File: config.mk
export PLATFORM = sky130hd
export DESIGN_NAME = ss_piso_transmitter
export DESIGN_NICKNAME = d
export VERILOG_FILES = /design/src/rtl/ss_pkg.sv /design/src/rtl/ss_bit_counter.sv /design/src/rtl/ss_piso_transmitter.sv
export SDC_FILE = /design/constraint.sdc
export NUM_CORES = 1
export LEC_CHECK = 0
export ABC_AREA = 1
export BUFFER_PORTS_ARGS = -buffer_cell sky130_fd_sc_hd__buf_2
export CELL_PAD_IN_SITES_DETAIL_PLACEMENT = 2
export CELL_PAD_IN_SITES_GLOBAL_PLACEMENT = 2
export CORE_ASPECT_RATIO = 1.1
export CORE_MARGIN = 10
export CORE_UTILIZATION = 27
export DETAILED_ROUTE_END_ITERATION = 12
export PLACE_DENSITY_LB_ADDON = 0.1
export SLEW_MARGIN = 10
export SYNTH_ARGS = -nofsm -noshare
export SYNTH_HDL_FRONTEND = slang
export SYNTH_SLANG_ARGS = --single-unit
File: constraint.sdc
create_clock -name clk -period 1.2 [get_ports clk]
set_clock_uncertainty 0.15 [all_clocks]
set_input_delay 0.24 -clock clk [delete_from_list [all_inputs] [get_ports clk]]
set_output_delay 0.24 -clock clk [all_outputs]
set_load 0.05 [all_outputs]
File: src/rtl/ss_pkg.sv
// Shared definitions for the serial PISO transmitter: FSM state encodings,
// shift-direction constants and the bit-counter width helper.
package ss_pkg;

    typedef enum logic {
        ST_IDLE  = 1'b0,
        ST_SHIFT = 1'b1
    } state_t;

    localparam logic DIR_MSB_FIRST = 1'b0;
    localparam logic DIR_LSB_FIRST = 1'b1;

    // Counter must be able to hold the value WIDTH itself (terminal count).
    function automatic int cnt_width(input int width);
        return $clog2(width + 1);
    endfunction

endpackage

File: src/rtl/ss_bit_counter.sv
// Frame bit counter: load-to-1 on frame start, clear at frame end, increments
// while enabled and saturates at WIDTH so it can never wrap.
module ss_bit_counter
    import ss_pkg::*;
#(
    parameter int WIDTH = 8,
    parameter int CW    = cnt_width(WIDTH)
) (
    input  logic          clk,
    input  logic          rst_n,
    input  logic          en,
    input  logic          clr,
    input  logic          load_one,
    output logic [CW-1:0] cnt,
    output logic          terminal
);

    logic [CW-1:0] cnt_reg;
    logic [CW-1:0] cnt_next;

    assign terminal = (cnt_reg == CW'(WIDTH));
    assign cnt      = cnt_reg;

    // load_one has priority so a frame start always begins counting from 1.
    always_comb begin
        cnt_next = cnt_reg;
        if (load_one) begin
            cnt_next = CW'(1);
        end else if (clr) begin
            cnt_next = '0;
        end else if (en && !terminal) begin
            cnt_next = cnt_reg + CW'(1);
        end
    end

    always_ff @(posedge clk or negedge rst_n) begin
        if (!rst_n) begin
            cnt_reg <= '0;
        end else begin
            cnt_reg <= cnt_next;
        end
    end

endmodule

File: src/rtl/ss_piso_transmitter.sv
// Parallel-in/serial-out frame transmitter: accepts a WIDTH-bit word over
// valid/ready and emits it one bit per enabled clock, MSB- or LSB-first.
module ss_piso_transmitter
    import ss_pkg::*;
#(
    parameter int WIDTH = 8
) (
    input  logic             clk,
    input  logic             rst_n,
    input  logic             ena,
    input  logic             leri,
    input  logic [WIDTH-1:0] din,
    input  logic             load_valid,
    output logic             load_ready,
    output logic             sout,
    output logic             sout_valid,
    output logic             busy,
    output logic             done
);

    localparam int CW = cnt_width(WIDTH);

    state_t           state_reg;
    state_t           state_next;
    logic [WIDTH-1:0] shreg_reg;
    logic [WIDTH-1:0] shreg_next;
    logic [WIDTH-1:0] shl;
    logic [WIDTH-1:0] shr;
    logic             dir_reg;
    logic             dir_next;
    logic             sout_reg;
    logic             sout_next;
    logic             sout_valid_reg;
    logic             sout_valid_next;
    logic             done_reg;
    logic             done_next;
    logic             transfer;
    logic             cnt_en;
    logic             cnt_clr;
    logic             cnt_load_one;
    logic             cnt_terminal;
    logic [CW-1:0]    cnt;

    // Shifted views of the frame register; the bit about to appear at the
    // output end after a shift is the next bit on the wire.
    for (genvar gi = 0; gi < WIDTH; gi++) begin : g_shift
        if (gi == 0) begin : g_shl_lsb
            assign shl[gi] = 1'b0;
        end else begin : g_shl_up
            assign shl[gi] = shreg_reg[gi-1];
        end
        if (gi == WIDTH - 1) begin : g_shr_msb
            assign shr[gi] = 1'b0;
        end else begin : g_shr_dn
            assign shr[gi] = shreg_reg[gi+1];
        end
    end

    ss_bit_counter #(
        .WIDTH (WIDTH),
        .CW    (CW)
    ) u_bit_counter (
        .clk      (clk),
        .rst_n    (rst_n),
        .en       (cnt_en),
        .clr      (cnt_clr),
        .load_one (cnt_load_one),
        .cnt      (cnt),
        .terminal (cnt_terminal)
    );

    // rst_n gates ready so no source sees a handshake while held in reset.
    assign load_ready = rst_n & ena & (state_reg == ST_IDLE);
    assign transfer   = load_valid & load_ready;
    assign busy       = (state_reg == ST_SHIFT);
    assign sout       = sout_reg;
    assign sout_valid = sout_valid_reg;
    assign done       = done_reg;

    always_ff @(posedge clk or negedge rst_n) begin
        if (!rst_n) begin
            state_reg <= ST_IDLE;
        end else begin
            state_reg <= state_next;
        end
    end

    always_comb begin
        state_next = state_reg;
        case (state_reg)
            ST_IDLE: begin
                if (transfer) begin
                    state_next = ST_SHIFT;
                end
            end
            ST_SHIFT: begin
                if (ena && cnt_terminal) begin
                    state_next = ST_IDLE;
                end
            end
            default: state_next = ST_IDLE;
        endcase
    end

    // done_next defaults low so the pulse self-clears even while ena is low.
    always_comb begin
        shreg_next      = shreg_reg;
        dir_next        = dir_reg;
        sout_next       = sout_reg;
        sout_valid_next = sout_valid_reg;
        done_next       = 1'b0;
        cnt_en          = 1'b0;
        cnt_clr         = 1'b0;
        cnt_load_one    = 1'b0;
        case (state_reg)
            ST_IDLE: begin
                if (transfer) begin
                    shreg_next      = din;
                    dir_next        = leri;
                    sout_next       = (leri == DIR_LSB_FIRST) ? din[0] : din[WIDTH-1];
                    sout_valid_next = 1'b1;
                    cnt_load_one    = 1'b1;
                end
            end
            ST_SHIFT: begin
                if (ena) begin
                    if (cnt_terminal) begin
                        sout_next       = 1'b0;
                        sout_valid_next = 1'b0;
                        done_next       = 1'b1;
                        cnt_clr         = 1'b1;
                    end else begin
                        shreg_next = (dir_reg == DIR_LSB_FIRST) ? shr : shl;
                        sout_next  = (dir_reg == DIR_LSB_FIRST) ? shr[0] : shl[WIDTH-1];
                        cnt_en     = 1'b1;
                    end
                end
            end
            default: ;
        endcase
    end

    always_ff @(posedge clk or negedge rst_n) begin
        if (!rst_n) begin
            shreg_reg      <= '0;
            dir_reg        <= DIR_MSB_FIRST;
            sout_reg       <= 1'b0;
            sout_valid_reg <= 1'b0;
            done_reg       <= 1'b0;
        end else begin
            shreg_reg      <= shreg_next;
            dir_reg        <= dir_next;
            sout_reg       <= sout_next;
            sout_valid_reg <= sout_valid_next;
            done_reg       <= done_next;
        end
    end

endmodule

== Word level (Yosys, flattened, before mapping) ==
Index checks and enable logic that the tools add are counted.
Widths: inputs -> output; s select.
Storage, ports and cells
  register bits after elaboration: 17
  input bits: 13
  output and inout port bits: 5
  word-level logic and storage cells: 53
Operators by class
  equal/unequal tests: 5
  bitwise gates (word level): 4
  reductions and logical operators: 8
  $add $sub $neg: 1
  multiplexer cells: 28
Operators by type and width (count)
  $mux 8: 4
  $mux 1: 17
  $pmux 8 s2: 1
  $mux 4: 3
  $ne 2x2->1 const B: 3
  $pmux 1 s2: 3
  $reduce_and 3->1: 2
  $add 4x1->4 const B: 1
  $eq 4x4->1 const B: 1
  $reduce_and 2->1: 2
  $and 1x1->1: 3
  $reduce_bool 3->1: 1
  $logic_and 1x1->1: 2
  $ne 2x1->1 const B: 1
  $logic_not 1->1: 1
  $not 1->1: 1

== Longest topological paths before layout ==
Gate-level depths: netlist of run 1.
  word-level depth: 8
  depth in mapped cells: 8
  mapped depth without buffers: 7

== By module ==
From an unflattened synthesis of run 1, not the netlist that was laid out.
Unflattened totals
  cell total of the unflattened synthesis: 133
  area total of the unflattened synthesis: 1004.7 sq um
By module, submodules not included
  ss_piso_transmitter: area an instance 749.5 sq um, instances 1, sequential area each 325.3 sq um, cells an instance 101
  ss_bit_counter: area an instance 255.2 sq um, instances 1, sequential area each 100.1 sq um, cells an instance 32

== Worst setup path after synthesis of run 1 ==
OpenSTA, ideal clock, no wires.
  path type: register to output
  start point: reg state_reg (netlist: busy)
  end point: out load_ready
  data required time: 0.810 ns
  arrival: 1.517 ns
  stages on the path, launching flop included: 3
  setup slack: -0.707 ns
  path buffers: 1
  path through: dfrtp_1 buf_2 nor2_1
On the way
  longest elaborated chain between the ends: 2
Ends and longest elaborated chain
  start, declared: line ss_piso_transmitter.sv:23  | state_t state_reg;
  start signal, assigned: line ss_piso_transmitter.sv:84  | state_reg <= state_next;
  $not 1->1 (no source line)
  $and 1x1->1: line ss_piso_transmitter.sv:73  | assign load_ready = rst_n & ena & (state_reg == ST_IDLE);
  end, declared: line ss_piso_transmitter.sv:14  | output logic load_ready,
No other way between the ends.

== Final worst setup path of run 1 ==
  start point: reg state_reg (netlist: busy)
  end point: reg shreg_reg[1]
On the way
  longest elaborated chain between the ends: 5
  elaborated cells on any way between the ends: 8
  those cells by class: eq/ne: 3; mux: 1; bitwise: 3; reduce/logical: 1
Ends and longest elaborated chain
  $not 1->1 (no source line)
  $and 1x1->1: line ss_piso_transmitter.sv:73
  $and 1x1->1: line ss_piso_transmitter.sv:74  | assign transfer = load_valid & load_ready;
  $ne 2x2->1 (no source line)
  $reduce_and 3->1 (no source line)
  end signal, assigned: line ss_piso_transmitter.sv:151  | shreg_reg <= shreg_next;
  end, declared: line ss_piso_transmitter.sv:25  | logic [WIDTH-1:0] shreg_reg;
Several ways; a longest one is shown, not always the timed one.
A chain may end at the register's enable or synchronous reset.

==> flow_summary.ini, run 1 <==
[die]
die_w_um = 77.33
start_util_pct = 28.59
num_rows = 22
fp.dieH_um = 83.06
core-area_um2 = 3413
die_area_um2 = 6422
io_pins = 18

[place]
place_ws_ns = -0.2340
place_inst = 212
numPortBuffers = 17
hpwl_mm = 2.798
gp_congestion = 0.7524

[logic_synthesis]
synth_warnings = 0
synth_fp_nets = 142
synth_seq_cells = 17
netlist_area_um2 = 975.9
synthCells = 127
yosysSeqAreaShare_pct = 43.59
avgSynthCellArea_um2 = 7.685
ys_types = 21

[sta]
clock.fmax_mhz = 666.9
post-route-min-period_ns = 1.499
timing.final.max_slew_violations = 0
setup_viol = 22
worst_slack_ns = -0.2994
slew_headroom_pct = 80.54
worstMarginPinSlew_ns = 0.2908
rsz0062_at_grt = true
min_period_over_period_pct = 125.0
hold_violations = 0

[power_and_ir_drop]
cellPowerDensity_nw_per_um2 = 2047
leakagePower_nw = 0.8183
sw_frac_of_total_pct = 46.46
p_seq_share_pct = 30.0
p_switching_mw = 1.548
finalPower_mw = 3.332
p_clk_share_pct = 9.9
peakVddDrop_uv = 958.2
intPower_mw = 1.784
pwr-share-comb_pct = 60.2

[setup_path]
crit_path_start_kind = register
arrival_ns = 1.59
crit_path_end_kind = register
max_stage_delay_ns = 0.45
worstPathRequired_ns = 1.29
cp_cell_sequence = buf_6 > buf_6 > nand2_8 > nor2_4 > a21oi_4 > nand2_1 > nand2_1
path_class = register to register
cp_max_fo = 8
cp.buffers_inverters = 2
cp_slowest_cell = dfrtp_2
critPathTopFamily = flip-flops

[grt]
antenna_found_initial = 0
grt_pass1_vias = 1219
grt_pass1_wl_mm = 6.527
grt_overflow_total = 0
grt_max_degree = 12
grt_usage_pct = 12.50

[min_path]
hold_class = input port to register

[clock_network]
root_buffer = clkbuf_4
cts_tree = done
clock_latency_ns = 0.29
cts-htree-levels = 1
clock-sinks = 17
clock_path_buffers = 2
clk_pin_slew_ns = 0.11
cts_buffers = 3

[finish]
drive_above_1_share_pct = 48.33
stdcell_count = 228
final_cell_mix = nand2_1 (46), buf_4 (20), buf_6 (15)
largest_reg_flops = 8
antennaDiodeCount = 0
final_common_cell = nand2_1
final_nets = 196
area_growth_pct = 66.79

[run_status]
outcome = finished, violations left
violations = negative setup slack

[routing]
route.detailed.drc = 0
initialDrtViolationCount = 47
ant_nets = 0
wl_mm = 4.485
drtPass1Iterations = 4
avgRoutedWirePerCell_um = 19.67
via_count = 1070
viasPerCell = 4.693

[job]
drv_cap = 0
-- power groups by stage --
stage               registers, mW  clock network, mW  logic [mW]
floorplan                    1.07                  0       0.744
global placement            0.941                  0        1.42
detailed placement          0.958                  0        1.49
CTS                         0.974              0.342        1.79
global route                 1.02              0.373        2.18
finish                      0.998              0.329        2.01
-- worst register-to-register path: cells and delay by family, from the launching register on --
| family | cells | cell delay (ns) |
|---|---|---|
| flops | 1 | 0.45 |
| compound gates | 1 | 0.24 |
| simple gates | 4 | 0.36 |
| buf+inv | 2 | 0.25 |
-- through the flow --
stage | hold slack, ns | utilization [%] | cell area [µm²] | TNS (ns)
after global routing | 0.07630 | 47.69 | 1628 | -6.133
after floorplan | -0.2056 | - | 1006 | -2.278
after global placement | 0.08873 | 38.09 | 1300 | -1.722
after detailed placement | 0.1151 | 38.09 | 1300 | -2.898
final | 0.07281 | 47.69 | 1628 | -4.812
after CTS | 0.06549 | 44.54 | 1520 | -4.247
-- Yosys cell counts --
master     n  area, µm²
nand2_2    2      12.51
nand2_4    1      11.26
nand2_1   55      206.5
inv_1      7      26.28
xor2_1     1      8.760
nand3_1   17      85.08
nor2_2     1      6.260
nor2_1     4      15.01
a21oi_4    1      16.27
nand3_2    2      20.02
o21ai_2    1      8.760
o211ai_1   3      22.52
dfrtp_1   17      425.4
nor2_4     1      11.26
buf_2      3      15.01
inv_2      3      11.26
a21oi_1    1      5.000
o21ai_0    2      10.01
ha_1       2      25.02
nand4_1    2      12.51
nand4_4    1      21.27
-- what timing repair did --
| action | 4_1_cts | 5_1_grt |
|---|---|---|
| gates cloned | 1 | 0 |
| setup endpoints to repair | 22 | 22 |
| setup buffers | 6 | 6 |
| gates resized for setup | 34 | 18 |
| pin swaps | 7 | 15 |
| hold buffers | 1 | 0 |
| endpoints found under the hold margin | 17 | 0 |
-- routing by layer --
| metal | GRT usage, % | vias up | wire length [µm] | part of all wire, % |
|---|---|---|---|---|
| met1 | 13.95 | 531 | 1688 | 38 |
| met5 | 0 | - | 0 | 0 |
| li1 | - | 520 | - | - |
| met4 | 2.475 | 0 | 53 | 1.2 |
| met3 | 2.371 | 6 | 123 | 2.7 |
| met2 | 23.60 | 13 | 2619 | 58 |
-- cells by family after synthesis --
kind of cell    Yosys count  synth area share, %
buf+inv                  13                5.385
xor+xnor                  1               0.8976
simple gates             86                41.15
flops                    17                43.59
fa+ha+maj                 2                2.564
compound gates            8                6.410
-- worst paths after layout --
check                      slack (ns)  cells past startpoint      endpoint         start
min                              0.07                      3       dir_reg          leri
min in group asynchronous        0.43                      3    sout_valid         rst_n
min reg2reg                      0.35                      2  shreg_reg[7]  shreg_reg[7]
max                             -0.30                      7  shreg_reg[1]          busy
max in group asynchronous        0.28                      3       dir_reg         rst_n
max reg2reg                     -0.30                      7  shreg_reg[1]          busy
-- final cells by class --
class,instances,area [µm²]
Clock buffer,4,26.28
Inverter,10,45.04
Sequential cell,17,429.2
Timing Repair Buffer,51,429.2
Multi-Input combinational cell,98,638.1
Fill cell,404,1785
Tap cell,48,60.06
No activity file was read; power rests on OpenSTA's default activity.
==> inputs of run 2 (changes only) <==
--- a/config.mk
+++ b/config.mk
@@ -5,13 +5,12 @@
 export SDC_FILE = /design/constraint.sdc
 export NUM_CORES = 1
 export LEC_CHECK = 0
-export ABC_AREA = 1
 export BUFFER_PORTS_ARGS = -buffer_cell sky130_fd_sc_hd__buf_2
 export CELL_PAD_IN_SITES_DETAIL_PLACEMENT = 2
 export CELL_PAD_IN_SITES_GLOBAL_PLACEMENT = 2
 export CORE_ASPECT_RATIO = 1.1
 export CORE_MARGIN = 10
-export CORE_UTILIZATION = 27
+export CORE_UTILIZATION = 30
 export DETAILED_ROUTE_END_ITERATION = 12
 export PLACE_DENSITY_LB_ADDON = 0.1
 export SLEW_MARGIN = 10
==> flow_summary.ini, run 2 <==
[finish]
final_cell_mix = buf_4 (17), dfrtp_1 (16), buf_2 (12)
stdcell_count = 171
largest_reg_flops = 8
final_common_cell = buf_4
design_area_um2 = 1501
multiInputGateArea_um2 = 584.3
drive_above_1_share_pct = 56.93
area_growth_pct = 53.06
antennaDiodeCount = 0
final_nets = 153
fillCellCount = 333
register_area_um2 = 426.7

[setup_path]
path_class = register to register
crit_path_start_kind = register
arrival_ns = 1.68
worstPathRequired_ns = 1.24
cp_max_fo = 8
crit_path_end_kind = register

[sta]
fin_hold_ws_ns = -0.2510
worstMarginPinSlew_ns = 0.2615
post-route-min-period_ns = 1.634
worst_slack_ns = -0.4337
clock.fmax_mhz = 612.1
timing.final.max_slew_violations = 0
setup_tns_ns = -6.047
slew_headroom_pct = 82.57
setup_viol = 22
min_period_over_period_pct = 136.1
rsz0062_at_grt = true
hold_violations = 17

[logic_synthesis]
synth_edf_count = 0
synth_common_cells = dfrtp_1 (17), nor2_1 (9)
synth.most_common_cell = dfrtp_1
yosysSeqAreaShare_pct = 43.37
synth_seq_cells = 17
synth_fp_nets = 111
avgSynthCellArea_um2 = 10.22
synth_ff_type = dfrtp_1
netlist_area_um2 = 980.9
synth_top_area_cell = dfrtp_1
yosys-top-cells-area = dfrtp_1 (43%), mux2_4 (12%), mux2i_1 (8.2%), a21oi_1 (4.1%), nor2_1 (3.4%)
yosysTopAreaCellShare_pct = 43.37
ys_types = 26
synth_warnings = 0
ys_async_sr_fraction_pct = 100.0
synthCells = 96

[place]
numPortBuffers = 17
place_inst = 157
dpl-instance-area_um2 = 1205
hpwl_mm = 2.117
gp_congestion = 0.7441

[clock_network]
clock-sinks = 17
cts_tree = done
cts-htree-levels = 1
cts_buffers = 3
clock_path_buffers = 2
clk_pin_slew_ns = 0.12
root_buffer = clkbuf_4
clock_latency_ns = 0.30

[job]
drv_cap = 0

[routing]
initialDrtViolationCount = 28
via_count = 879
ant_nets = 0
avgRoutedWirePerCell_um = 18.89
route.detailed.drc = 0
viasPerCell = 5.140
drtPass1Iterations = 3
wl_mm = 3.231

[run_status]
violations = negative hold slack, negative setup slack
outcome = finished, violations left

[die]
core-area_um2 = 3100
io_pins = 18
fp.dieH_um = 79.98
start_util_pct = 31.64
num_rows = 21
die_area_um2 = 5960
die_w_um = 74.52

[grt]
grt_max_degree = 20
antenna_found_initial = 0
grt_pass1_wl_mm = 5.520
grt_usage_pct = 11.99
grt_overflow_total = 0
grt_pass1_vias = 1057

[power_and_ir_drop]
cellPowerDensity_nw_per_um2 = 2735
leakagePower_nw = 0.7037
finalPower_mw = 4.107
peakVddDrop_uv = 874.7

[min_path]
hold_class = input port to async pin
==> run 2: cell types whose count changed after synthesis, moves of 3 or more <==
cell,change
nand3_1,-12
a21oi_1,+7
nand2_1,-47
o21ai_0,+3
mux2_4,+8
inv_2,-3
nor2_1,+5
mux2i_1,+8
==> run 2: logic make-up after synthesis <==
logic type / Yosys count / synth area share, %
flops: 17 / 43.37
buf+inv: 13 / 7.143
mux: 17 / 21.56
fa+ha+maj: 2 / 2.551
compound gates: 19 / 11.61
simple gates: 28 / 13.78
==> run 2: layout make-up <==
type / instances / share of cell area [%]
clock buffers: 3 / 1.500
clock inverters: 1 / 0.5000
inverters: 6 / 1.500
multi-input cells: 66 / 38.92
flip-flops and latches: 17 / 28.42
well taps: 34 / 2.833
repair buffers: 44 / 26.33
==> run 2: timing repair <==
action | in CTS | in global routing
pin swaps | 16 | 7
setup buffers | 11 | 4
setup endpoints to repair | 22 | 22
resized for setup | 49 | 3
endpoints found under the hold margin | 17 | 17
==> run 2: final timing paths <==
check | from | end | depth (start not counted) | slack [ns]
max | u_bit_counter.cnt[0] | shreg_reg[1] | 5 | -0.43
min | rst_n | shreg_reg[5] | 2 | -0.25
max reg2reg | u_bit_counter.cnt[0] | shreg_reg[1] | 5 | -0.43
min reg2reg | shreg_reg[0] | shreg_reg[0] | 1 | 0.39
max in group asynchronous | rst_n | sout | 2 | 0.92
min in group clk | leri | dir_reg | 3 | 0.04
==> run 2: critical path: stages, from the launching register on <==
cell and delay, ns:
dfrtp_1 0.40, inv_1 0.08, ha_2 0.18, nand3b_1 0.12, a21o_4 0.30, mux2_4 0.30
==> run 2: per-stage QoR <==
step / hold WS, ns / utilization [%] / worst slack [ns]
6_report: -0.2510 / 48.43 / -0.4337
5_1_grt: -0.2413 / 48.43 / -0.5110
4_1_cts: -0.2416 / 48.47 / -0.3994
3_5_place_dp: 0.1066 / 38.86 / -0.5383
3_3_place_gp: 0.09897 / 38.86 / -0.5240
2_1_floorplan: -0.2056 / - / -0.6198
==> run 2: report_power, final <==
| group | internal, mW | total [mW] | switching, mW |
|---|---|---|---|
| Combinational | 1.49 | 2.68 | 1.19 |
| Sequential | 0.847 | 1.09 | 0.244 |
| Clock | 0.127 | 0.337 | 0.210 |
| Total | 2.47 | 4.11 | 1.64 |
==> run 2: layer usage <==
| metal | up-vias | share of wire [%] | GRT usage [%] |
|---|---|---|---|
| li1 | 417 | - | - |
| met1 | 444 | 40 | 13.22 |
| met2 | 10 | 54 | 21.56 |
| met3 | 8 | 3.3 | 2.114 |
| met4 | 0 | 2.2 | 5.303 |
| met5 | - | 0 | 0 |
==> inputs of run 3 (changes only) <==
==> constraint.sdc (replaced) <==
create_clock -name clk -period 1.2 [get_ports clk]
set_clock_uncertainty 0.15 [all_clocks]
set_input_delay 0.06 -clock clk [delete_from_list [all_inputs] [get_ports clk]]
set_output_delay 0.06 -clock clk [all_outputs]
set_load 0.05 [all_outputs]
==> flow_summary.ini, run 3 (synthesis results as in run 2) <==
[sta]
worstMarginPinSlew_ns = 0.8775
min_period_over_period_pct = 138.1
setup_viol = 19
worst_slack_ns = -0.4570
slew_headroom_pct = 41.50
clock.fmax_mhz = 603.5
post-route-min-period_ns = 1.657
timing.final.max_slew_violations = 0
rsz0062_at_grt = true
fin_hold_ws_ns = -0.01722
hold_violations = 2

[finish]
final_nets = 151
stdcell_count = 169
drive_above_1_share_pct = 55.56
area_growth_pct = 53.70
final_util_pct = 48.63
final_cell_mix = dfrtp_1 (16), buf_4 (15), buf_2 (14)
final_common_cell = dfrtp_1
largest_reg_flops = 8
antennaDiodeCount = 0

[die]
io_pins = 18
core-area_um2 = 3100
die_w_um = 74.52
die_area_um2 = 5960
fp.dieH_um = 79.98
num_rows = 21
start_util_pct = 31.64

[setup_path]
arrival_ns = 1.70
crit_path_end_kind = register
crit_path_start_kind = register
worstPathRequired_ns = 1.25
r2r_setup_slack_ns = -0.46
reg2reg_depth = 5
cp_max_fo = 8
reg2reg_to = shreg_reg[0]
rr_startpoint = u_bit_counter.cnt[0]
path_class = register to register

[power_and_ir_drop]
p_clk_share_pct = 8.2
sw_frac_of_total_pct = 40.52
p_switching_mw = 1.725
cellPowerDensity_nw_per_um2 = 2825
finalPower_mw = 4.259
leakagePower_nw = 0.7242
p_seq_share_pct = 25.7
pwr-share-comb_pct = 66.1
intPower_mw = 2.533
peakVddDrop_uv = 892.6

[job]
drv_cap = 0

[run_status]
violations = negative hold slack, negative setup slack
outcome = finished, violations left

[min_path]
min_path_cells = 4
worstHoldStart = din[5]
hold_class = input port to register
hold_end = shreg_reg[5]

[grt]
grt_pass1_vias = 1060
antenna_found_initial = 0
grt_pass1_wl_mm = 5.747
grt_overflow_total = 0
grt_usage_pct = 12.75
grt_max_degree = 18

[clock_network]
clk_pin_slew_ns = 0.12
cts_tree = done
clock-sinks = 17
root_buffer = clkbuf_4
cts_buffers = 3
cts-htree-levels = 1
clock_latency_ns = 0.31
clock_path_buffers = 2

[place]
place_inst = 155
gp_congestion = 0.8111
place_ws_ns = -0.5824
numPortBuffers = 17
hpwl_mm = 2.164

[routing]
initialDrtViolationCount = 43
drtPass1Iterations = 4
via_count = 872
route.detailed.drc = 0
wl_mm = 3.714
viasPerCell = 5.160
ant_nets = 0
avgRoutedWirePerCell_um = 21.98
==> run 3: stage by stage <==
| step | area (µm²) | setup TNS, ns |
|---|---|---|
| floorplan | 996.0 | -7.657 |
| global placement | 1195 | -5.349 |
| detailed placement | 1195 | -6.403 |
| CTS | 1424 | -6.206 |
| global route | 1508 | -6.753 |
| finish | 1508 | -6.052 |
==> run 3: power groups by stage <==
stage	combinational, mW	clock [mW]	sequential, mW
2_1_floorplan	1.20	0	1.20
3_3_place_gp	1.89	0	1.05
3_5_place_dp	1.97	0	1.07
4_1_cts	2.53	0.335	1.07
5_1_grt	3.01	0.367	1.14
6_report	2.82	0.348	1.09
==> run 3: timing repair <==
| action | CTS | global route |
|---|---|---|
| cloned | 2 | 0 |
| hold buffers | 2 | 0 |
| endpoints found under the hold margin | 18 | 0 |
| setup buffers | 6 | 3 |
| endpoints found under the setup margin | 19 | 36 |
| gates resized for setup | 23 | 21 |
| pin swaps | 6 | 12 |
==> run 3: worst max-delay path, cell delays in order (launching register included) <==
cell	delay, ns
dfrtp_1	0.42
inv_2	0.09
ha_4	0.14
nand3b_1	0.12
a21o_4	0.31
mux2_4	0.32
==> run 3: routing by layer <==
| metal | wire length [µm] | share of wire (%) | global-route usage [%] |
|---|---|---|---|
| met1 | 1535 | 41 | 14.48 |
| met2 | 2009 | 54 | 23.55 |
| met3 | 115 | 3.1 | 2.488 |
| met4 | 53 | 1.4 | 2.841 |
| met5 | 0 | 0 | 0 |
==> run 3: worst max-delay path by stage <==
stage | start | end | slack (ns) | depth (start not counted)
2_1_floorplan | busy | shreg_reg[0] | -0.62 | 6
3_3_place_gp | u_bit_counter.cnt[0] | shreg_reg[5] | -0.50 | 5
3_5_place_dp | u_bit_counter.cnt[0] | shreg_reg[7] | -0.58 | 5
4_1_cts | u_bit_counter.cnt[0] | shreg_reg[1] | -0.40 | 5
5_1_grt | u_bit_counter.cnt[1] | shreg_reg[0] | -0.48 | 5
6_report | u_bit_counter.cnt[0] | shreg_reg[0] | -0.46 | 5
==> run 3: final cells by class <==
| cell class | instances | area, µm² |
|---|---|---|
| Fill cell | 335 | 1593 |
| Multi-Input combinational cell | 66 | 595.6 |
| Inverter | 6 | 22.52 |
| Sequential cell | 17 | 426.7 |
| Clock buffer | 4 | 26.28 |
| Timing Repair Buffer | 42 | 394.1 |
| Tap cell | 34 | 42.54 |
